## config.mk

```make
export PLATFORM = sky130hd
export DESIGN_NAME = lsu_flat
export DESIGN_NICKNAME = d
export VERILOG_FILES = /design/src/rtl/lsu_if.sv /design/src/rtl/lsu.sv /design/src/flat_wrapper.sv
export SDC_FILE = /design/constraint.sdc
export NUM_CORES = 1
export LEC_CHECK = 0
export ABC_AREA = 0
export ABC_CLOCK_PERIOD_IN_PS = 9300
export CAP_MARGIN = 30
export CORE_AREA = 8 8 132 134
export DETAILED_ROUTE_END_ITERATION = 8
export DIE_AREA = 0 0 140 142
export DONT_BUFFER_PORTS = 1
export PLACE_DENSITY = 0.64
export SETUP_SLACK_MARGIN = 0.02
export SYNTH_ARGS = -nofsm -noshare
export SYNTH_HDL_FRONTEND = slang
export SYNTH_SLANG_ARGS = --single-unit
export TNS_END_PERCENT = 50
```

## constraint.sdc

```tcl
create_clock -name clk -period 9.3 [get_ports clk]
set_input_delay 2.325 -clock clk [delete_from_list [all_inputs] [get_ports clk]]
set_output_delay 2.325 -clock clk [all_outputs]
set_load 0.02 [all_outputs]
```

## src/rtl/lsu_if.sv

```systemverilog
// rtl/lsu_if.sv - single-outstanding data bus between the LSU and memory
interface lsu_if;
    logic        bus_req;
    logic        bus_we;
    logic [31:0] bus_addr;
    logic [31:0] bus_wdata;
    logic [3:0]  bus_wstrb;
    logic        bus_gnt;
    logic        bus_rvalid;
    logic [31:0] bus_rdata;

    modport master (
        output bus_req, bus_we, bus_addr, bus_wdata, bus_wstrb,
        input  bus_gnt, bus_rvalid, bus_rdata
    );

    modport slave (
        input  bus_req, bus_we, bus_addr, bus_wdata, bus_wstrb,
        output bus_gnt, bus_rvalid, bus_rdata
    );
endinterface

```

## src/rtl/lsu.sv

```systemverilog
// rtl/lsu.sv - load/store unit with lane steering and load extension; optional LSU_MISALIGN_TRAP_EN
module lsu #(
    parameter int XLEN   = 32,
    parameter int REG_AW = 5
) (
    input  logic              clk,
    input  logic              rst,
    input  logic              mem_load_en,
    input  logic [XLEN-1:0]   mem_load_addr,
    input  logic [REG_AW-1:0] mem_load_regs_addr,
    input  logic [2:0]        mem_load_funct3,
    input  logic              mem_store_en,
    input  logic [XLEN-1:0]   mem_store_addr,
    input  logic [XLEN-1:0]   mem_store_data,
    input  logic [2:0]        mem_store_funct3,
    lsu_if.master             bus,
    output logic              regs_write_en,
    output logic [REG_AW-1:0] regs_write_addr,
    output logic [XLEN-1:0]   regs_write_data,
    output logic              pause_signal,
    output logic              unpause_signal,
    output logic              misalign_err
);

    typedef enum logic [1:0] {S_IDLE, S_REQ, S_WAIT, S_DONE} state_t;

    state_t            state;
    logic [REG_AW-1:0] ld_rd;
    logic [2:0]        ld_f3;
    logic [1:0]        ld_off;
    logic              is_load;

    // Byte enables for a store; unknown funct3 behaves as a full word.
    function automatic logic [3:0] store_strb(input logic [2:0] f3, input logic [1:0] off);
        case (f3)
            3'b000:  store_strb = 4'b0001 << off;
            3'b001:  store_strb = 4'b0011 << {off[1], 1'b0};
            default: store_strb = 4'hF;
        endcase
    endfunction

    // Replicate the significant store bytes across every lane so any offset finds them.
    function automatic logic [31:0] store_wdata(input logic [2:0] f3, input logic [31:0] d);
        case (f3)
            3'b000:  store_wdata = {4{d[7:0]}};
            3'b001:  store_wdata = {2{d[15:0]}};
            default: store_wdata = d;
        endcase
    endfunction

    // Pick the addressed byte/half out of the read word and extend it.
    function automatic logic [31:0] load_extract(input logic [2:0] f3, input logic [1:0] off,
                                                 input logic [31:0] rdata);
        logic [31:0] b;
        logic [31:0] h;
        b = rdata >> (8 * off);
        h = rdata >> (16 * off[1]);
        case (f3)
            3'b000:  load_extract = {{24{b[7]}}, b[7:0]};
            3'b001:  load_extract = {{16{h[15]}}, h[15:0]};
            3'b100:  load_extract = {24'd0, b[7:0]};
            3'b101:  load_extract = {16'd0, h[15:0]};
            default: load_extract = rdata;
        endcase
    endfunction

`ifdef LSU_MISALIGN_TRAP_EN
    // Halves need an even address, words (including unknown funct3) a 4-byte-aligned one.
    function automatic logic misaligned(input logic ld, input logic [2:0] f3, input logic [1:0] off);
        logic is_byte;
        logic is_half;
        is_byte = ld ? (f3 == 3'b000 || f3 == 3'b100) : (f3 == 3'b000);
        is_half = ld ? (f3 == 3'b001 || f3 == 3'b101) : (f3 == 3'b001);
        if (is_byte)      misaligned = 1'b0;
        else if (is_half) misaligned = off[0];
        else              misaligned = (off != 2'b00);
    endfunction
`else
    assign misalign_err = 1'b0;
`endif

    // Request sequencing with all bus and write-back outputs registered.
    always_ff @(posedge clk or posedge rst) begin
        if (rst) begin
            state           <= S_IDLE;
            ld_rd           <= '0;
            ld_f3           <= '0;
            ld_off          <= '0;
            is_load         <= 1'b0;
            bus.bus_req     <= 1'b0;
            bus.bus_we      <= 1'b0;
            bus.bus_addr    <= '0;
            bus.bus_wdata   <= '0;
            bus.bus_wstrb   <= '0;
            regs_write_en   <= 1'b0;
            regs_write_addr <= '0;
            regs_write_data <= '0;
            pause_signal    <= 1'b0;
            unpause_signal  <= 1'b0;
`ifdef LSU_MISALIGN_TRAP_EN
            misalign_err    <= 1'b0;
`endif
        end else begin
            case (state)
                S_IDLE: begin
                    if (mem_load_en) begin
                        ld_rd        <= mem_load_regs_addr;
                        ld_f3        <= mem_load_funct3;
                        ld_off       <= mem_load_addr[1:0];
                        is_load      <= 1'b1;
                        pause_signal <= 1'b1;
`ifdef LSU_MISALIGN_TRAP_EN
                        if (misaligned(1'b1, mem_load_funct3, mem_load_addr[1:0])) begin
                            misalign_err   <= 1'b1;
                            unpause_signal <= 1'b1;
                            state          <= S_DONE;
                        end else
`endif
                        begin
                            bus.bus_req   <= 1'b1;
                            bus.bus_we    <= 1'b0;
                            bus.bus_addr  <= {mem_load_addr[31:2], 2'b00};
                            bus.bus_wdata <= '0;
                            bus.bus_wstrb <= '0;
                            state         <= S_REQ;
                        end
                    end else if (mem_store_en) begin
                        is_load      <= 1'b0;
                        pause_signal <= 1'b1;
`ifdef LSU_MISALIGN_TRAP_EN
                        if (misaligned(1'b0, mem_store_funct3, mem_store_addr[1:0])) begin
                            misalign_err   <= 1'b1;
                            unpause_signal <= 1'b1;
                            state          <= S_DONE;
                        end else
`endif
                        begin
                            bus.bus_req   <= 1'b1;
                            bus.bus_we    <= 1'b1;
                            bus.bus_addr  <= {mem_store_addr[31:2], 2'b00};
                            bus.bus_wdata <= store_wdata(mem_store_funct3, mem_store_data);
                            bus.bus_wstrb <= store_strb(mem_store_funct3, mem_store_addr[1:0]);
                            state         <= S_REQ;
                        end
                    end
                end
                S_REQ: begin
                    if (bus.bus_gnt) begin
                        bus.bus_req   <= 1'b0;
                        bus.bus_we    <= 1'b0;
                        bus.bus_wdata <= '0;
                        bus.bus_wstrb <= '0;
                        if (!is_load) begin
                            unpause_signal <= 1'b1;
                            state          <= S_DONE;
                        end else if (bus.bus_rvalid) begin
                            regs_write_en   <= (ld_rd != '0);
                            regs_write_addr <= ld_rd;
                            regs_write_data <= load_extract(ld_f3, ld_off, bus.bus_rdata);
                            unpause_signal  <= 1'b1;
                            state           <= S_DONE;
                        end else begin
                            state <= S_WAIT;
                        end
                    end
                end
                S_WAIT: begin
                    if (bus.bus_rvalid) begin
                        regs_write_en   <= (ld_rd != '0);
                        regs_write_addr <= ld_rd;
                        regs_write_data <= load_extract(ld_f3, ld_off, bus.bus_rdata);
                        unpause_signal  <= 1'b1;
                        state           <= S_DONE;
                    end
                end
                default: begin
                    regs_write_en  <= 1'b0;
                    unpause_signal <= 1'b0;
                    pause_signal   <= 1'b0;
`ifdef LSU_MISALIGN_TRAP_EN
                    misalign_err   <= 1'b0;
`endif
                    state          <= S_IDLE;
                end
            endcase
        end
    end

endmodule
```

## src/flat_wrapper.sv

```systemverilog
// flat-port wrapper written by rule: the top's interface ports become plain ports
module lsu_flat 
#(
    parameter int XLEN   = 32,
    parameter int REG_AW = 5
)
  (clk, rst, mem_load_en, mem_load_addr, mem_load_regs_addr, mem_load_funct3, mem_store_en, mem_store_addr, mem_store_data, mem_store_funct3, regs_write_en, regs_write_addr, regs_write_data, pause_signal, unpause_signal, misalign_err, bus_bus_req, bus_bus_we, bus_bus_addr, bus_bus_wdata, bus_bus_wstrb, bus_bus_gnt, bus_bus_rvalid, bus_bus_rdata);
  lsu_if bus_i ();
  input  logic clk;
  input  logic rst;
  input  logic mem_load_en;
  input  logic [XLEN-1:0] mem_load_addr;
  input  logic [REG_AW-1:0] mem_load_regs_addr;
  input  logic [2:0] mem_load_funct3;
  input  logic mem_store_en;
  input  logic [XLEN-1:0] mem_store_addr;
  input  logic [XLEN-1:0] mem_store_data;
  input  logic [2:0] mem_store_funct3;
  output logic regs_write_en;
  output logic [REG_AW-1:0] regs_write_addr;
  output logic [XLEN-1:0] regs_write_data;
  output logic pause_signal;
  output logic unpause_signal;
  output logic misalign_err;
  output wire logic [$bits(bus_i.bus_req)-1:0] bus_bus_req;
  output wire logic [$bits(bus_i.bus_we)-1:0] bus_bus_we;
  output wire logic [$bits(bus_i.bus_addr)-1:0] bus_bus_addr;
  output wire logic [$bits(bus_i.bus_wdata)-1:0] bus_bus_wdata;
  output wire logic [$bits(bus_i.bus_wstrb)-1:0] bus_bus_wstrb;
  input wire logic [$bits(bus_i.bus_gnt)-1:0] bus_bus_gnt;
  input wire logic [$bits(bus_i.bus_rvalid)-1:0] bus_bus_rvalid;
  input wire logic [$bits(bus_i.bus_rdata)-1:0] bus_bus_rdata;
  assign bus_bus_req = bus_i.bus_req;
  assign bus_bus_we = bus_i.bus_we;
  assign bus_bus_addr = bus_i.bus_addr;
  assign bus_bus_wdata = bus_i.bus_wdata;
  assign bus_bus_wstrb = bus_i.bus_wstrb;
  assign bus_i.bus_gnt = bus_bus_gnt;
  assign bus_i.bus_rvalid = bus_bus_rvalid;
  assign bus_i.bus_rdata = bus_bus_rdata;
  lsu #(.XLEN(XLEN), .REG_AW(REG_AW)) u_core (.clk(clk), .rst(rst), .mem_load_en(mem_load_en), .mem_load_addr(mem_load_addr), .mem_load_regs_addr(mem_load_regs_addr), .mem_load_funct3(mem_load_funct3), .mem_store_en(mem_store_en), .mem_store_addr(mem_store_addr), .mem_store_data(mem_store_data), .mem_store_funct3(mem_store_funct3), .bus(bus_i), .regs_write_en(regs_write_en), .regs_write_addr(regs_write_addr), .regs_write_data(regs_write_data), .pause_signal(pause_signal), .unpause_signal(unpause_signal), .misalign_err(misalign_err));
endmodule
```

After elaboration in Yosys (flattened, before gate mapping)
Index checks and enable logic that the tools add are counted.

Register bits: 123. Latch bits: 0. Bits in writable memories: 0. Bits in read-only memories: 0. Logic and storage cells: 92. Memories kept: 0.

Add/sub/neg operators: 0. Multipliers: 0. Div/mod/pow operators: 0. Order comparisons: 0. Equality and inequality tests: 10. Shift operators: 4. Multiplexer cells: 45. Bitwise logic cells: 2. Reductions and logical operators: 16.

Operators by type and width (count): $mux W32 (8); $pmux W32 S2 (3); $pmux W32 S4 (1); $shr A32 B5 Y16 (1); $shr A32 B5 Y8 (1); $pmux W4 S2 (2); $mux W5 (3); $mux W1 (13); $mux W4 (3); $reduce_and A3 Y1 (4); $mux W2 (5); $pmux W5 S2 (1); $reduce_and A2 Y1 (4); $eq A3 B1 Y1 const B (2); $eq A3 B3 Y1 const B (2); $logic_not A3 Y1 (2); $pmux W1 S2 (3); $pmux W1 S3 (2); $pmux W2 S3 (1); $reduce_bool A2 Y1 (3); $reduce_bool A5 Y1 (1); $ne A2 B2 Y1 const B (2); $shl A1 B2 Y4 const A (1); $shl A2 B2 Y4 const A (1); other kinds (7) (8).

Depth between registers and ports, before layout
Gate-level depths: netlist of the first run.

Depth in word-level cells: 6. Depth in mapped cells: 8.

Worst setup path after synthesis of the first run
OpenSTA, ideal clock, no wires.

Path type: input-to-reg. Start: input port bus_bus_rdata[23]. End: register u_core.regs_write_data[17]. Data arrival time: 3.337 ns. Slack: 5.832 ns. Stages: 5. Buffers on the path: 1. Cell sequence: or2_0 -> mux4_2 -> nand4b_4 -> buf_12 -> o211ai_2.

Word-level cells in the longest chain between the ends: 6.

Ends and longest elaborated chain: from (decl) (RTL line flat_wrapper.sv:32) `input wire logic [$bits(bus_i.bus_rdata)-1:0] bus_bus_rdata;`; $shr A32 B5 Y8 (*) (RTL line lsu.sv:56) `b = rdata >> (8 * off);`; $pmux W32 S4 (*) (RTL line lsu.sv:58) `case (f3)`; $mux W32 (*) (RTL line lsu.sv:156) `end else if (bus.bus_rvalid) begin`; $mux W32 (RTL line lsu.sv:153) `if (!is_load) begin`; $mux W32 (RTL line lsu.sv:148) `if (bus.bus_gnt) begin`; $pmux W32 S2 (*) (RTL line lsu.sv:104) `case (state)`; to (signal assigned) (RTL line lsu.sv:159) `regs_write_data <= load_extract(ld_f3, ld_off, bus.bus_rdata);`; to (signal assigned) (RTL line lsu.sv:171) `regs_write_data <= load_extract(ld_f3, ld_off, bus.bus_rdata);`; to (decl) (RTL line lsu.sv:19) `output logic [XLEN-1:0] regs_write_data,`.

Mark *: on every way between the ends. The rest lies on a longest branch, timed or not. The select of a mux whose other input is x is not followed. A chain may end at the register's enable or synchronous reset.

Final worst setup path of the first run
Start: input port bus_bus_gnt. End: register u_core.regs_write_data[29].

Word-level cells in the longest chain between the ends: 2.

Ends and longest elaborated chain: from (decl) (RTL line flat_wrapper.sv:30) `input wire logic [$bits(bus_i.bus_gnt)-1:0] bus_bus_gnt;`; $ne A2 B2 Y1 (no line); $reduce_and A3 Y1 (no line).

No other way between the ends.

==> flow_summary_export.csv, run 1 <==
group,metric,value,unit
sta,whs,0.511,ns
power,peakVddDrop,0.149,mV
logic_synthesis,synth_edf_count,0,
power,power,2.58,mW
finish,design_area,6690,um2
clocking,clock-sinks,121,
finish,layout_common_cells,"dfrtp_1 (121), nand2_1 (120), o21ai_0 (67)",
global_routing,grt_util_met2,28.5,%
placed_design,dpl_cell_area,6110,um2
floorplanning,fp.dieW,140,um
worst_setup_path,slowest_stage,"buf_4",
placed_design,io_buffers,0,
clocking,clockBufferDepth,2,
logic_synthesis,synth_cells,583,
logic_synthesis,ys.flop_type,"dfrtp_1",
sta,tightestPinTransition,0.773,ns
finish,instances_no_fill,773,
global_routing,grt.busiest_layer,"met2",
sta,skew,0.00489,ns
logic_synthesis,ys_seq_area_share,50.4,%
clocking,clock_latency,0.41,ns
global_routing,met3_usage,8.39,%
detailed_routing,viasPerCell,5.69,
detailed_routing,dr.first_iter.drc_count,254,
worst_setup_path,required,9.55,ns
clocking,cts-root-buf,"clkbuf_16",
finish,final_common_cell,"dfrtp_1",
min_path,hold_path.class,"reg2reg",
clocking,post_cts_resize_count,0,
min_path,min_from,"u_core.ld_f3[1]",
detailed_routing,wl,17.2,mm
detailed_routing,vias,4395,
sta,fin_crit_sh,38.5,%
finish,final_core_util,43.3,%
worst_setup_path,path_class,"in2reg",
floorplanning,rows,46,
run,max_cap_viol_count,0,
logic_synthesis,synth_area_per_cell,10.3,um2
logic_synthesis,synthArstFlopShare,100,%
floorplanning,die_h,142,um
global_routing,grt_max_degree,71,
global_routing,gr-total-overflow,0,
global_routing,grt_pass1_vias,4436,
global_routing,met1_usage,18.7,%
detailed_routing,drc,0,
global_routing,grt_pass1_wl,26.4,mm
placed_design,dpl_worst_slack,5.31,ns
worst_setup_path,critPathCaptureType,"flop",
floorplanning,start_util,38.9,%
clocking,clkTransAtPathRegs,0.06,ns
finish,drive_gt1_share,13.1,%
run_status,status,"finished, final reports clean",
global_routing,antenna_found_initial,1,
sta,setup_tns,0,ns
logic_synthesis,yosysWarnings,0,
clocking,cts_tree,"done",
sta,slew_headroom,48.4,%
global_routing,track_usage,17.3,%
finish,nNetsFinal,716,
clocking,holdBufCountCts,0,
sta,fmaxAchievable,279,MHz
placed_design,gp_congestion,0.825,
sta,rsz0062_at_grt,"false",
worst_setup_path,crit_chain,"and3_1 > o21ai_4 > buf_4 > nand4b_4 > o211ai_1",
logic_synthesis,netlist_area,6010,um2
worst_setup_path,cp_slowest_stage_delay,0.57,ns
worst_setup_path,cp.arrival,3.84,ns
floorplanning,die_area,19900,um2
sta,fin_crit,3.58,ns
clocking,h-tree-depth,4,
placed_design,place_inst,740,
sta,setup_violations,0,
clocking,cts-buffers-inserted,17,
sta,drv_slew,0,
clocking,cts_setup_buffers,0,
sta,hold_viol,0,
sta,fin_ws,5.72,ns
floorplanning,boundaryPins,256,
floorplanning,core_area,15400,um2
detailed_routing,dr.pass1.iters,5,
worst_setup_path,crit_path_start,"bus_bus_gnt",
detailed_routing,postRouteAntennaNets,0,
power,p_leak,3.08,nW
logic_synthesis,ys_seq_elements,121,
finish,syn2layout_area_growth,11.3,%
placed_design,dp_hpwl,13.0,mm
worst_setup_path,critPathMaxFanout,70,
logic_synthesis,synth_cell_types,49,
worst_setup_path,startpoint_type,"primary input",
worst_setup_path,reg2reg_from,"u_core.state[1]",
detailed_routing,wl_per_cell,22.3,um
power,powerDensity,386,nW/um2
==> flip-flops by register name, indices dropped and copies added, names as in the netlist <==
signal                  cells
u_core.regs_write_data     32
u_core.pause_signal         1
u_core.ld_rd                5
u_core.ld_off               2
u_core.ld_f3                3
u_core.state                2
u_core.bus.bus_we           1
u_core.bus.bus_wdata       32
u_core.is_load              1
u_core.bus.bus_wstrb        4
u_core.regs_write_en        1
u_core.bus.bus_addr        30
u_core.regs_write_addr      5
u_core.unpause_signal       1
u_core.bus.bus_req          1
==> area by class of cell <==
| type | instances | area [um2] |
|---|---|---|
| inverter | 18 | 70.1 |
| multi-input combinational | 402 | 2720 |
| clock buffer | 22 | 474 |
| clock inverter | 10 | 93.8 |
| sequential | 121 | 3030 |
| timing repair buffer | 7 | 52.6 |
| fill | 1452 | 8740 |
| tap | 192 | 240 |
| antenna | 1 | 2.50 |
==> worst paths after layout <==
check                                        endpoint  slack [ns]  cells after the start
min in group asynchronous   u_core.regs_write_data[5]        1.92                      1
max                        u_core.regs_write_data[29]        5.72                      5
max in group asynchronous    u_core.bus.bus_wdata[27]        6.08                      2
min                                   u_core.ld_f3[1]        0.51                      1
max reg2reg                u_core.regs_write_data[29]        6.69                      7
min reg2reg                           u_core.ld_f3[1]        0.51                      1
==> cell families (layout without fill, tap and decap cells) <==
family	Yosys count	in the layout	share of synthesized area [%]
simple gates	160	160	11.9
compound gates	154	154	18.0
flops	121	121	50.4
mux	81	81	14.1
buf+inv	62	57	4.67
fa+ha+maj	4	4	0.833
other cells	1	4	0.0624
==> cells in the mapped netlist, drive strengths merged (2+ instances only) <==
master / instances / area, um2
dfrtp: 121 / 3030
nand2: 120 / 450
o21ai: 70 / 354
mux2i: 62 / 621
buf: 22 / 130
clkbuf: 22 / 82.6
mux2: 18 / 203
o211ai: 18 / 185
inv: 17 / 63.8
a22o: 14 / 123
a21oi: 12 / 60.1
a221oi: 9 / 96.4
nor2: 8 / 37.5
or3: 8 / 50.1
a21o: 7 / 52.6
a311oi: 7 / 61.3
nand2b: 7 / 43.8
o31ai: 7 / 52.6
nor2b: 6 / 37.5
ha: 4 / 50.1
nor3: 3 / 26.3
o22ai: 2 / 12.5
o41ai: 2 / 32.5
or2: 2 / 12.5
==> worst max-delay path, delay by kind of cell <==
family | cells | cell delay, ns
AND/OR/NAND/NOR | 2 | 0.61
buffers and inverters | 1 | 0.57
AO/OA/AOI/OAI | 2 | 0.27
==> report_power, final <==
part	switching (mW)	internal, mW
clock	0.238	0.389
combinational	0.410	0.291
sequential	0.488	0.768
total	1.14	1.45
==> routing by layer <==
metal / vias up / share of wire [%]
met5: - / 0
met4: 0 / 2.1
met3: 20 / 11
met2: 217 / 50
met1: 2122 / 37
li1: 2036 / -
Power figures use the tool's default switching activity.
==> run 2: changes to the inputs <==
- ABC_CLOCK_PERIOD_IN_PS: 9300 -> 3700
- clock period: 9.3 -> 3.7 ns (I/O delays scaled with it)
==> run 2 against run 1 <==
  * Clock power rose to 2.9 times the previous value
  * Die area did not move
  * Via count shrank 0.41%
  * Flip-flop and latch count is the same
  * Power rose to 2.6 times the previous value
  * Sequential power rose to 2.5 times the previous value
  * Clock skew grew 0.0028 ns
  * Core utilization grew 0.64 points
  * Combinational power grew 150%
  * Largest cell class unchanged
  * Global-route usage is 0.51 points lower
  * Sequential share of layout area down 0.66 points
==> flow_summary_export.csv, run 2 (synthesis results as in run 1) <==
group,metric,value,unit
placed_design,dpl_cell_area,6130,um2
global_routing,grt_pass1_wl,25.9,mm
placed_design,gp_congestion,0.832,
sta,drv_slew,0,
global_routing,grt_pass1_vias,4589,
detailed_routing,drc,0,
finish,layout_common_cells,"dfrtp_1 (121), nand2_1 (120), o21ai_0 (67)",
placed_design,io_buffers,0,
worst_setup_path,startpoint_type,"flop",
finish,top_regs,"u_core.bus.bus_wdata: 32 flops, u_core.regs_write_data: 32 flops, u_core.bus.bus_addr: 30 flops",
global_routing,grt_max_degree,70,
worst_setup_path,cp.arrival,2.49,ns
min_path,min_from,"u_core.ld_rd[4]",
finish,syn2layout_area_growth,13.0,%
floorplanning,core_area,15400,um2
worst_setup_path,crit_path_start,"u_core.state[1]",
clocking,cts-buffers-inserted,17,
clocking,clock_latency,0.41,ns
clocking,clock-sinks,121,
finish,instances_no_fill,774,
detailed_routing,wl_per_cell,21.5,um
sta,fin_crit_sh,60.2,%
worst_setup_path,reg2reg_from,"u_core.state[1]",
placed_design,dpl_worst_slack,1.46,ns
worst_setup_path,critPathMaxFanout,33,
sta,fin_crit,2.23,ns
power,peakVddDrop,0.420,mV
worst_setup_path,critPathCaptureType,"flop",
clocking,clockBufferDepth,2,
finish,final_core_util,44.0,%
floorplanning,start_util,38.9,%
detailed_routing,postRouteAntennaNets,0,
sta,fin_ws,1.47,ns
detailed_routing,vias,4377,
global_routing,antenna_found_initial,0,
power,p_int,3.86,mW
global_routing,track_usage,16.7,%
finish,n_antenna_cell,0,
clocking,h-tree-depth,4,
sta,rsz0062_at_grt,"false",
power,powerDensity,987,nW/um2
floorplanning,boundaryPins,256,
detailed_routing,wl_met3,1.95,mm
finish,num-fill-cells,1454,
run_status,status,"finished, final reports clean",
clocking,cts_setup_buffers,0,
min_path,hold_path.class,"reg2reg",
clocking,clkTransAtPathRegs,0.06,ns
sta,setup_violations,0,
detailed_routing,viasPerCell,5.66,
finish,drive_gt1_share,13.7,%
floorplanning,die_h,142,um
clocking,cts_tree,"done",
power,power,6.70,mW
sta,slew_headroom,42.7,%
floorplanning,rows,46,
finish,design_area,6780,um2
floorplanning,fp.dieW,140,um
sta,hold_viol,0,
sta,skew,0.00771,ns
global_routing,gr-total-overflow,0,
clocking,post_cts_resize_count,0,
sta,fmaxAchievable,449,MHz
power,pwr-share-clk,26.8,%
finish,nNetsFinal,718,
power,p_leak,3.12,nW
power,swShare,42.4,%
detailed_routing,top_layer,"met4",
sta,setup_tns,0,ns
placed_design,dp_hpwl,12.7,mm
power,p_sw,2.84,mW
placed_design,place_inst,742,
floorplanning,die_area,19900,um2
worst_setup_path,path_class,"reg2reg",
power,p_seq_share,47.2,%
clocking,holdBufCountCts,0,
worst_setup_path,required,3.96,ns
finish,final_common_cell,"dfrtp_1",
clocking,cts-root-buf,"clkbuf_16",
detailed_routing,dr.pass1.iters,5,
sta,whs,0.523,ns
detailed_routing,wl,16.6,mm
detailed_routing,drt-met1-wl,6.35,mm
run,max_cap_viol_count,0,
sta,tightestPinTransition,0.859,ns
detailed_routing,dr.first_iter.drc_count,215,
power,comb_power_share,26.0,%
detailed_routing,met2WireLength,7.91,mm
==> run 2: cell count changes in the layout (fill, tap and decap cells not counted) <==
cell / change
clkinv_2: -3
diode_2: -1
inv_4: -1
inv_6: +2
clkbuf_1: -2
bufinv_16: +3
buf_4: +2
clkinvlp_4: +1
==> run 2: final timing paths <==
path                                              endpoint  slack [ns]  cells past startpoint
worst max-delay path            u_core.regs_write_data[30]        1.47                      7
worst min-delay path                       u_core.ld_rd[4]        0.52                      1
worst max register to register  u_core.regs_write_data[30]        1.47                      7
worst min register to register             u_core.ld_rd[4]        0.52                      1
max in group asynchronous          u_core.bus.bus_addr[17]        2.45                      2
min in group asynchronous       u_core.regs_write_data[12]        0.60                      2
==> run 2: power groups by stage <==
stage	combinational (mW)	sequential, mW	clock [mW]
after floorplan	1.53	2.91	0
after global placement	1.68	3.19	0
after detailed placement	1.77	3.19	0
after CTS	1.76	3.18	1.85
after global routing	1.98	3.25	1.90
final	1.74	3.16	1.79
==> run 2: layer usage <==
metal	up-vias	track usage, %
li1	2032	-
met1	2094	18.5
met2	219	26.8
met3	32	8.52
met4	0	7.31
met5	-	0
==> run 2: layout make-up <==
type	instances	area [um2]	area share, %
Clock inverter	12	186	2.75
Sequential cell	121	3030	44.6
Clock buffer	20	467	6.88
Inverter	18	71.3	1.05
Multi-Input combinational cell	402	2720	40.2
Timing Repair Buffer	9	67.6	0.996
Tap cell	192	240	3.54
==> run 2: worst max-delay path: stages (launching register included) <==
cell	delay (ns)
dfrtp_1	0.40
inv_1	0.11
ha_1	0.43
nor2b_1	0.14
o21ai_4	0.19
buf_4	0.32
nand4b_4	0.35
o211ai_1	0.14
==> run 3: changes to the inputs <==
- ABC_CLOCK_PERIOD_IN_PS: 3700 -> 2240
- clock period: 3.7 -> 2.24 ns (I/O delays scaled with it)
==> run 3 against run 2 <==
  * Combinational power grew 76%
  * Global-route usage grew 0.80 points
  * Setup slack got worse by 1.3 ns
  * Critical endpoint is now u_core.bus.bus_wdata[9]
  * Largest cell class unchanged
  * Highest routed layer unchanged
  * Final cell count up 0.90%
==> flow_summary_export.csv, run 3 (synthesis results as in run 1) <==
group,metric,value,unit
worst_setup_path,cp_slowest_stage_delay,0.62,ns
sta,setup_violations,0,
power,power,11.0,mW
global_routing,met3_usage,9.39,%
global_routing,antenna_found_initial,1,
sta,fin_ws,0.218,ns
detailed_routing,dr.first_iter.drc_count,219,
detailed_routing,wl_per_cell,22.1,um
floorplanning,rows,46,
global_routing,gr-total-overflow,0,
worst_setup_path,slowest_stage,"or3_1",
finish,top_regs,"u_core.bus.bus_wdata: 32 flops, u_core.regs_write_data: 32 flops, u_core.bus.bus_addr: 30 flops",
worst_setup_path,startpoint_type,"flop",
detailed_routing,viasPerCell,5.70,
worst_setup_path,required,2.55,ns
worst_setup_path,crit_chain,"inv_1 > ha_1 > o21ai_4 > or3_1 > o21ai_0",
clocking,cts-root-buf,"clkbuf_16",
sta,rsz0062_at_grt,"false",
clocking,cts-buffers-inserted,17,
finish,nNetsFinal,724,
clocking,clock-sinks,121,
worst_setup_path,path_class,"reg2reg",
global_routing,grt_max_degree,84,
sta,fin_crit,2.02,ns
floorplanning,die_h,142,um
global_routing,grt_util_met2,28.5,%
power,peakVddDrop,0.835,mV
finish,final_core_util,44.2,%
clocking,h-tree-depth,4,
run_status,status,"finished, final reports clean",
worst_setup_path,critPathMaxFanout,23,
finish,layout_common_cells,"dfrtp_1 (121), nand2_1 (120), o21ai_0 (67)",
clocking,cts_setup_buffers,0,
floorplanning,fp.dieW,140,um
worst_setup_path,cp.arrival,2.33,ns
floorplanning,die_area,19900,um2
clocking,post_cts_resize_count,0,
global_routing,grt_pass1_wl,27.1,mm
sta,fmaxAchievable,494,MHz
finish,final_common_cell,"dfrtp_1",
clocking,clock_latency,0.41,ns
finish,syn2layout_area_growth,13.4,%
global_routing,track_usage,17.5,%
floorplanning,start_util,38.9,%
power,powerDensity,1620,nW/um2
placed_design,io_buffers,0,
sta,setup_tns,0,ns
sta,whs,0.154,ns
detailed_routing,dr.pass1.iters,4,
floorplanning,core_area,15400,um2
sta,skew,0.0132,ns
run,max_cap_viol_count,0,
finish,drive_gt1_share,14.6,%
clocking,cts_tree,"done",
sta,tightestPinTransition,0.673,ns
worst_setup_path,critPathCaptureType,"flop",
global_routing,met1_usage,18.6,%
power,p_leak,3.15,nW
clocking,holdBufCountCts,0,
clocking,clockBufferDepth,2,
placed_design,dp_hpwl,13.2,mm
sta,hold_viol,0,
detailed_routing,postRouteAntennaNets,0,
clocking,clkTransAtPathRegs,0.06,ns
min_path,hold_path.class,"in2async",
placed_design,gp_congestion,0.844,
sta,slew_headroom,55.2,%
global_routing,grt.busiest_layer,"met2",
detailed_routing,wl,17.3,mm
placed_design,dpl_worst_slack,0.248,ns
sta,drv_slew,0,
detailed_routing,vias,4455,
detailed_routing,drc,0,
sta,fin_crit_sh,90.3,%
global_routing,grt_pass1_vias,4806,
floorplanning,boundaryPins,256,
==> run 3: cell count changes in the layout (fill, tap and decap cells not counted) <==
cell        change
buf_12          +2
buf_4           +4
bufinv_16       -1
clkbuf_8        -2
clkinv_2        +4
clkinv_4        +1
clkinvlp_4      -2
diode_2         +1
==> run 3: worst max-delay path, delay by kind of cell (launching register included) <==
| kind | cells | cell delay, ns |
|---|---|---|
| AOI/OAI and AO/OA | 2 | 0.39 |
| adders and majority gates | 1 | 0.39 |
| buffers and inverters | 1 | 0.10 |
| DFF | 1 | 0.41 |
| and+or+nand+nor | 1 | 0.62 |
==> run 3: cell type report <==
class                      count  area (um2)
clock inverter                14         170
multi-input combinational    402        2720
sequential                   121        3030
antenna                        1        2.50
clock buffer                  18         439
tap                          192         240
inverter                      18        71.3
timing repair buffer          15         138
fill                        1445        8610
==> run 3: final timing paths <==
check / endpoint / startpoint / slack [ns] / cells past startpoint
max in group asynchronous: u_core.bus.bus_wdata[22] / rst / 1.70 / 2
min in group clk: u_core.bus.bus_wdata[10] / mem_load_en / 0.25 / 1
worst min register to register: u_core.regs_write_addr[2] / u_core.ld_rd[2] / 0.53 / 1
worst min-delay path: u_core.regs_write_data[14] / rst / 0.15 / 2
worst max-delay path: u_core.bus.bus_wdata[9] / u_core.state[0] / 0.22 / 5
worst max register to register: u_core.bus.bus_wdata[9] / u_core.state[0] / 0.22 / 5
==> run 3: per-stage QoR <==
step / cells / area (um2)
finish: 781 / 6810
floorplan: 585 / 6020
CTS: 780 / 6810
global placement: 748 / 6200
detailed placement: 748 / 6200
global route: 781 / 6810
==> run 3: metal layers <==
layer  routed length [um]  up-vias
met5                    0        -
met2                 8420      234
met1                 6470     2142
met4                  426        0
li1                     -     2050
met3                 1940       29
==> run 3: power by group <==
| group | switching [mW] | internal, mW |
|---|---|---|
| Sequential | 1.99 | 3.19 |
| Clock | 1.01 | 1.79 |
| Combinational | 1.76 | 1.30 |
| Total | 4.76 | 6.28 |
